## config.mk

```make
export PLATFORM = sky130hd
export DESIGN_NAME = sdram_dl_port
export DESIGN_NICKNAME = d
export VERILOG_FILES = /design/src/rtl/sdram_dl_pkg.sv /design/src/rtl/sdram_dl_fifo.sv /design/src/rtl/sdram_dl_port.sv
export SDC_FILE = /design/constraint.sdc
export NUM_CORES = 1
export LEC_CHECK = 0
export BUFFER_PORTS_ARGS = -buffer_cell sky130_fd_sc_hd__buf_2
export CAP_MARGIN = 20
export CORE_UTILIZATION = 25
export CTS_BUF_LIST = sky130_fd_sc_hd__clkbuf_4 sky130_fd_sc_hd__clkbuf_8
export CTS_CLUSTER_DIAMETER = 80
export DETAILED_ROUTE_END_ITERATION = 8
export RECOVER_POWER = 25
export SLEW_MARGIN = 40
export SYNTH_ARGS = -nofsm -noshare
export SYNTH_HDL_FRONTEND = slang
export SYNTH_SLANG_ARGS = --single-unit
```

## constraint.sdc

```tcl
create_clock -name clk -period 3.3 [get_ports clk]
set_input_delay 0.165 -clock clk [delete_from_list [all_inputs] [get_ports clk]]
set_output_delay 0.165 -clock clk [all_outputs]
set_load 0.005 [all_outputs]
```

## src/rtl/sdram_dl_pkg.sv

```systemverilog
// sdram_dl_pkg: shared types and constants for the SDRAM download port.
//   dl_entry_t : one packed SDRAM word write {word address, byte strobes, data}.
//   fsm_t      : request FSM states (RD_WAIT only reachable with SDRAM_DL_VERIFY_EN).
//   DS_*       : byte strobe encodings (bit0 = d[7:0], bit1 = d[15:8]).
package sdram_dl_pkg;

    typedef struct packed {
        logic [22:0] a;
        logic [1:0]  ds;
        logic [15:0] d;
    } dl_entry_t;

    typedef enum logic [1:0] {
        IDLE    = 2'd0,
        WR_WAIT = 2'd1,
        RD_WAIT = 2'd2
    } fsm_t;

    localparam logic [1:0] DS_LO   = 2'b01;
    localparam logic [1:0] DS_HI   = 2'b10;
    localparam logic [1:0] DS_BOTH = 2'b11;

endpackage

```

## src/rtl/sdram_dl_fifo.sv

```systemverilog
// sdram_dl_fifo: synchronous FIFO of dl_entry_t words.
// Ports:
//   clk, reset       : clock, synchronous active-high reset (empties the FIFO)
//   push_i, data_i   : write request and word; ignored when full unless popping
//   pop_i            : remove head entry; ignored when empty
//   head_o           : current head entry (valid when empty_o = 0)
//   full_o, empty_o  : occupancy flags
// DEPTH must be a power of two, minimum 2, so the pointers wrap naturally.
module sdram_dl_fifo
    import sdram_dl_pkg::*;
#(
    parameter int DEPTH = 4
) (
    input  logic      clk,
    input  logic      reset,
    input  logic      push_i,
    input  dl_entry_t data_i,
    input  logic      pop_i,
    output dl_entry_t head_o,
    output logic      full_o,
    output logic      empty_o
);

    localparam int PTR_W = $clog2(DEPTH);
    localparam int CNT_W = PTR_W + 1;

    dl_entry_t          mem_q [DEPTH];
    logic [PTR_W-1:0]   wr_ptr_q, rd_ptr_q;
    logic [CNT_W-1:0]   cnt_q, cnt_d;
    logic               push_ok, pop_ok;

    assign full_o  = (cnt_q == CNT_W'(DEPTH));
    assign empty_o = (cnt_q == '0);
    assign head_o  = mem_q[rd_ptr_q];

    // A push into a full FIFO is accepted only when the head leaves in the same cycle.
    assign pop_ok  = pop_i & ~empty_o;
    assign push_ok = push_i & (~full_o | pop_ok);

    always_comb begin
        cnt_d = cnt_q;
        unique case ({push_ok, pop_ok})
            2'b10:   cnt_d = cnt_q + 1'b1;
            2'b01:   cnt_d = cnt_q - 1'b1;
            default: cnt_d = cnt_q;
        endcase
    end

    always_ff @(posedge clk) begin
        if (reset) begin
            wr_ptr_q <= '0;
            rd_ptr_q <= '0;
            cnt_q    <= '0;
        end else begin
            cnt_q <= cnt_d;
            if (push_ok) begin
                wr_ptr_q <= wr_ptr_q + 1'b1;
            end
            if (pop_ok) begin
                rd_ptr_q <= rd_ptr_q + 1'b1;
            end
        end
    end

    always_ff @(posedge clk) begin
        if (push_ok) begin
            mem_q[wr_ptr_q] <= data_i;
        end
    end

endmodule

```

## src/rtl/sdram_dl_port.sv

```systemverilog
// sdram_dl_port: ROM-download initiator for one SDRAM controller port.
// Packs the data_io byte stream into 16-bit words with byte strobes, buffers
// them in a FIFO and issues one toggle req/ack write per word.
// Ports:
//   clk, reset                  : clock, synchronous active-high reset
//   dl_active, dl_wr,
//   dl_addr, dl_data            : download byte stream (dl_wr ignored when dl_active = 0)
//   port_req/port_ack           : toggle handshake; a request is outstanding while
//                                 port_req != port_ack, and port_we/a/ds/d are held
//                                 stable for that whole interval
//   port_we, port_a, port_ds,
//   port_d, port_q              : SDRAM port command, address, strobes, data
//   done                        : one-cycle pulse once a finished download is committed
//   overflow                    : sticky, a word was dropped (cleared on dl_active rise)
//   verify_err                  : sticky readback mismatch (cleared on dl_active rise)
// Optional: define SDRAM_DL_VERIFY_EN to read each word back after writing it and
// compare under its byte mask; otherwise port_q is unused and verify_err is 0.
module sdram_dl_port
    import sdram_dl_pkg::*;
#(
    parameter int FIFO_DEPTH = 4,
    parameter int ADDR_W     = 24
) (
    input  logic              clk,
    input  logic              reset,
    input  logic              dl_active,
    input  logic              dl_wr,
    input  logic [ADDR_W-1:0] dl_addr,
    input  logic [7:0]        dl_data,
    output logic              port_req,
    input  logic              port_ack,
    output logic              port_we,
    output logic [22:0]       port_a,
    output logic [1:0]        port_ds,
    output logic [15:0]       port_d,
    input  logic [15:0]       port_q,
    output logic              done,
    output logic              overflow,
    output logic              verify_err
);

    // ---------------- dl_active edge detection ----------------
    logic act_q;
    logic act_rise, act_fall;

    assign act_rise = dl_active & ~act_q;
    assign act_fall = ~dl_active & act_q;

    // ---------------- byte packer ----------------
    logic        byte_v;
    logic [22:0] byte_wa;
    logic [1:0]  byte_ds;
    logic [15:0] byte_d;
    dl_entry_t   merged;
    dl_entry_t   pend_q, pend_d;
    logic        pend_v_q, pend_v_d;
    logic        push;
    dl_entry_t   push_data;

    assign byte_v  = dl_wr & dl_active;
    assign byte_wa = 23'(dl_addr[ADDR_W-1:1]);
    assign byte_ds = dl_addr[0] ? DS_HI : DS_LO;
    assign byte_d  = dl_addr[0] ? {dl_data, 8'h00} : {8'h00, dl_data};

    always_comb begin
        merged.a  = pend_q.a;
        merged.ds = pend_q.ds | byte_ds;
        merged.d  = dl_addr[0] ? {dl_data, pend_q.d[7:0]} : {pend_q.d[15:8], dl_data};
    end

    always_comb begin
        pend_d    = pend_q;
        pend_v_d  = pend_v_q;
        push      = 1'b0;
        push_data = pend_q;
        if (byte_v) begin
            if (pend_v_q && (pend_q.a == byte_wa)) begin
                // A word with both lanes filled has nothing more to wait for.
                if (merged.ds == DS_BOTH) begin
                    push      = 1'b1;
                    push_data = merged;
                    pend_v_d  = 1'b0;
                end else begin
                    pend_d = merged;
                end
            end else begin
                // Different word: flush the old one and start the new one together.
                push     = pend_v_q;
                pend_v_d = 1'b1;
                pend_d   = '{a: byte_wa, ds: byte_ds, d: byte_d};
            end
        end else if (act_fall && pend_v_q) begin
            push     = 1'b1;
            pend_v_d = 1'b0;
        end
    end

    // ---------------- FIFO ----------------
    dl_entry_t head;
    logic      fifo_full, fifo_empty;
    logic      pop;

    sdram_dl_fifo #(.DEPTH(FIFO_DEPTH)) u_fifo (
        .clk     (clk),
        .reset   (reset),
        .push_i  (push),
        .data_i  (push_data),
        .pop_i   (pop),
        .head_o  (head),
        .full_o  (fifo_full),
        .empty_o (fifo_empty)
    );

    // ---------------- request FSM ----------------
    fsm_t        state_q, state_d;
    logic        req_q, req_d;
    logic        we_q, we_d;
    logic [22:0] a_q, a_d;
    logic [1:0]  ds_q, ds_d;
    logic [15:0] d_q, d_d;
    logic        ack_match;
    logic        verr_set;

    assign ack_match = (port_ack == req_q);

    always_comb begin
        state_d  = state_q;
        req_d    = req_q;
        we_d     = we_q;
        a_d      = a_q;
        ds_d     = ds_q;
        d_d      = d_q;
        pop      = 1'b0;
        verr_set = 1'b0;
        unique case (state_q)
            IDLE: begin
                if (!fifo_empty) begin
                    we_d    = 1'b1;
                    a_d     = head.a;
                    ds_d    = head.ds;
                    d_d     = head.d;
                    req_d   = ~req_q;
                    state_d = WR_WAIT;
                end
            end
            WR_WAIT: begin
                if (ack_match) begin
`ifdef SDRAM_DL_VERIFY_EN
                    // Read the same word back; the entry stays at the head until then.
                    we_d    = 1'b0;
                    ds_d    = DS_BOTH;
                    req_d   = ~req_q;
                    state_d = RD_WAIT;
`else
                    pop     = 1'b1;
                    state_d = IDLE;
`endif
                end
            end
`ifdef SDRAM_DL_VERIFY_EN
            RD_WAIT: begin
                if (ack_match) begin
                    pop      = 1'b1;
                    state_d  = IDLE;
                    verr_set = |((port_q ^ head.d) & {{8{head.ds[1]}}, {8{head.ds[0]}}});
                end
            end
`endif
            default: state_d = IDLE;
        endcase
    end

    // ---------------- status flags ----------------
    logic ovf_q, ovf_d;
    logic armed_q, armed_d;
    logic done_q, done_cond;
    logic drop;

    assign drop      = push & fifo_full & ~pop;
    assign ovf_d     = (act_rise ? 1'b0 : ovf_q) | drop;
    assign done_cond = armed_q & ~dl_active & ~pend_v_q & fifo_empty &
                       (state_q == IDLE) & ack_match;

    // armed marks one high->low episode of dl_active still waiting for its done pulse.
    always_comb begin
        armed_d = armed_q;
        if (act_rise) begin
            armed_d = 1'b0;
        end else if (act_fall) begin
            armed_d = 1'b1;
        end else if (done_cond) begin
            armed_d = 1'b0;
        end
    end

    always_ff @(posedge clk) begin
        if (reset) begin
            act_q    <= 1'b0;
            pend_q   <= '0;
            pend_v_q <= 1'b0;
            state_q  <= IDLE;
            req_q    <= 1'b0;
            we_q     <= 1'b0;
            a_q      <= '0;
            ds_q     <= '0;
            d_q      <= '0;
            ovf_q    <= 1'b0;
            armed_q  <= 1'b0;
            done_q   <= 1'b0;
        end else begin
            act_q    <= dl_active;
            pend_q   <= pend_d;
            pend_v_q <= pend_v_d;
            state_q  <= state_d;
            req_q    <= req_d;
            we_q     <= we_d;
            a_q      <= a_d;
            ds_q     <= ds_d;
            d_q      <= d_d;
            ovf_q    <= ovf_d;
            armed_q  <= armed_d;
            done_q   <= done_cond;
        end
    end

`ifdef SDRAM_DL_VERIFY_EN
    logic verr_q;

    always_ff @(posedge clk) begin
        if (reset) begin
            verr_q <= 1'b0;
        end else begin
            verr_q <= (act_rise ? 1'b0 : verr_q) | verr_set;
        end
    end

    assign verify_err = verr_q;
`else
    logic unused_port_q;

    assign unused_port_q = ^{port_q, verr_set};
    assign verify_err    = 1'b0;
`endif

    assign port_req = req_q;
    assign port_we  = we_q;
    assign port_a   = a_q;
    assign port_ds  = ds_q;
    assign port_d   = d_q;
    assign done     = done_q;
    assign overflow = ovf_q;

endmodule

```

==> results.cfg <==
[logic_synthesis]
ys_ff_latch = 261
ys_top_cells_by_area = edfxtp_1, dfxtp_1, mux4_2, nand2_1, nand2b_1
yosys.area.top_type = edfxtp_1
ys_types = 43
synth-edff-count = 164
async_reset_ff_share_pct = 0
yosysSeqAreaShare_pct = 66.63
syn_inst = 717
syn_area_per_cell_um2 = 14.37
syn-cell-area_um2 = 10310
synth_warnings = 0
synth_top_area_share_pct = 47.78
synth_nets = 776
synthFlopType = edfxtp_1

[clocking]
cts.reportedPaths.clkPinSlew_ns = 0.07
tritoncts = done
ctsHtreeMaxLevel = 2
clock-sinks = 261
clock_latency_ns = 0.55
cts_hold_buf = 32
cts_setup_buffers = 0
clockBufferDepth = 3
cts_resized = 0
numCtsBuffers = 39
cts_root_buf = clkbuf_8

[routing]
routedWlPerCell_um = 16.27
wl_met1_mm = 9.812
first_pass_iters = 4
routed-wl-met2_mm = 11.33
totalWireLength_mm = 22.98
drt_iter0_drc = 294
met3_length_mm = 1.304
top_layer = met4
viasPerCell = 4.247
drc = 0
antenna_left = 0
vias = 6001

[min_path]
hold_class = primary input to flip-flop

[sta]
slew_headroom_pct = 49.50
rsz0062_at_grt = false
hold_slack_ns = 0.09509
worst_clock_skew_ns = 0.01557
fmax_ghz = 0.3635
slew_viol_final = 0
post-route-period-util_pct = 83.36
fin_crit_ns = 2.751
setup_tns_ns = 0
tightest_slew_ns = 0.7559
finalHoldViolations = 0
setup_viol = 0

[power]
power_frac_comb_pct = 5.4
internal-power_w = 0.005164
p_seq_share_pct = 54.1
clock_power_share_pct = 40.5
power_density_nw_per_um2 = 527.3
p_sw_share_pct = 21.80
switching_power_w = 0.001440
p_leak_nw = 4.186
vdd_ir_drop_max_mv = 0.1851

[die]
initial_utilization_pct = 25.30
rows = 74
die_y_um = 205.0
die_w_um = 205.0
ioPinCount = 99
core_um2 = 40740
die_area_um2 = 42040

[global_routing]
grt_pass1_vias = 6244
grt_pass1_wl_mm = 35.67
grt_use_total_pct = 11.18
antenna_found_initial = 1
overflow = 0
grt_max_degree = 56

[critical_path]
critPathCaptureType = flip-flop
worstPathRequired_ns = 3.77
startpoint_type = flip-flop
critPathArrivalTime_ns = 3.22
crit_type = flip-flop to flip-flop
crit_fanout = 6

[cells_and_area]
syn_to_final_growth_pct = 21.51
final_cell_mix = edfxtp_1, dfxtp_1, nand2_1
drive_gt1_share_pct = 25.45
fin_nets = 909
final_common_cell = edfxtp_1

[flow_run]
maxCapViolations = 0

[placement]
io_buffer_count = 81
dp.final_hpwl_mm = 15.01
gp_congestion = 0.7466

[outcome]
outcome = finished clean
-- critical path, stage by stage, from the launching register on --
cell and delay (ns):
dfxtp_1 0.36, xnor2_1 0.39, nand4_1 0.18, nor3b_1 0.31, a21oi_1 0.15, inv_1 0.08
ha_1 0.17, inv_1 0.06, fa_1 0.37, xor2_1 0.16, or3_1 0.31, a21oi_1 0.14
-- final cells by class --
type	instances	area [µm²]
fill	4094	28220
sequential	261	6869
multi-input combinational	401	3239
timing repair buffer	133	893.4
clock buffer	59	718.2
tap	532	665.6
clock inverter	12	82.58
inverter	14	52.55
antenna	1	2.502
-- through the flow --
stage / area, µm² / utilization (%) / setup WS [ns] / total power, W / cells
floorplan: 10310 / - / 0.6089 / 0.003834 / 717
global placement: 11420 / 28.04 / 0.6068 / 0.003971 / 1309
detailed placement: 11420 / 28.04 / 0.5906 / 0.003979 / 1309
CTS: 12540 / 30.79 / 0.5778 / 0.006700 / 1412
global route: 12520 / 30.74 / 0.3762 / 0.006880 / 1413
finish: 12520 / 30.74 / 0.5491 / 0.006604 / 1413
-- sequential cells by signal (all words and copies together) (netlist names) --
signal and cells:
act_q 1, armed_q 1, done 1, merged 23, overflow 1, pend_q 18
pend_v_q 1, port_a 23, port_d 16, port_ds 2, port_req 1, port_we 1
state_q 1, u_fifo.cnt_q 3, u_fifo.mem_q 164, u_fifo.rd_ptr_q 2, u_fifo.wr_ptr_q 2
-- power by group through the flow --
stage          clock network [W]  registers [W]  logic, W
2_1_floorplan                  0        0.00363  0.000199
3_3_place_gp                   0        0.00364  0.000330
3_5_place_dp                   0        0.00365  0.000333
4_1_cts                  0.00276        0.00358  0.000366
5_1_grt                  0.00290        0.00358  0.000399
6_report                 0.00267        0.00358  0.000356
-- worst paths after layout --
check	cells after the start	slack [ns]	end	startpoint
min	2	0.1	u_fifo.rd_ptr_q[0]$_SDFFE_PP0P_	reset
max reg2reg	11	0.55	u_fifo.cnt_q[2]$_SDFFE_PP0P_	merged[39]$_SDFFE_PP0P_
min reg2reg	2	0.45	port_d[13]$_SDFFE_PP0P_	port_d[13]$_SDFFE_PP0P_
max	11	0.55	u_fifo.cnt_q[2]$_SDFFE_PP0P_	merged[39]$_SDFFE_PP0P_
-- kinds of logic (layout without fill, tap and decap cells) --
kind of cell,Yosys count,in the layout,share of synthesized area (%)
AOI/OAI and AO/OA,76,76,4.189
xor gates and xnor gates,29,29,2.465
adders and majority gates,6,6,0.8013
buffers and inverters,55,218,2.137
DFF,261,261,66.63
muxes,83,83,13.26
other,1,2,0.03639
and+or+nand+nor,206,206,10.49
-- synthesized netlist by cell type (all sizes together) (3+ instances only) --
cell type / number
a21oi: 47
nand2b: 50
edfxtp: 164
ha: 5
nor3: 3
o21bai: 3
or3: 3
nand4: 11
dfxtp: 97
xnor2: 26
o21ai: 4
inv: 14
xor2: 3
or2b: 3
clkbuf: 29
and2: 6
buf: 12
nand2: 86
o22ai: 16
mux4: 41
mux2: 18
mux2i: 24
nand3b: 16
nor2: 17
-- routing by layer --
layer | vias to the layer above | track usage, %
met5 | - | 0
met4 | 0 | 4.339
met3 | 37 | 3.007
met2 | 109 | 18.91
met1 | 2968 | 13.49
li1 | 2887 | -
Power figures use the tool's default switching activity.
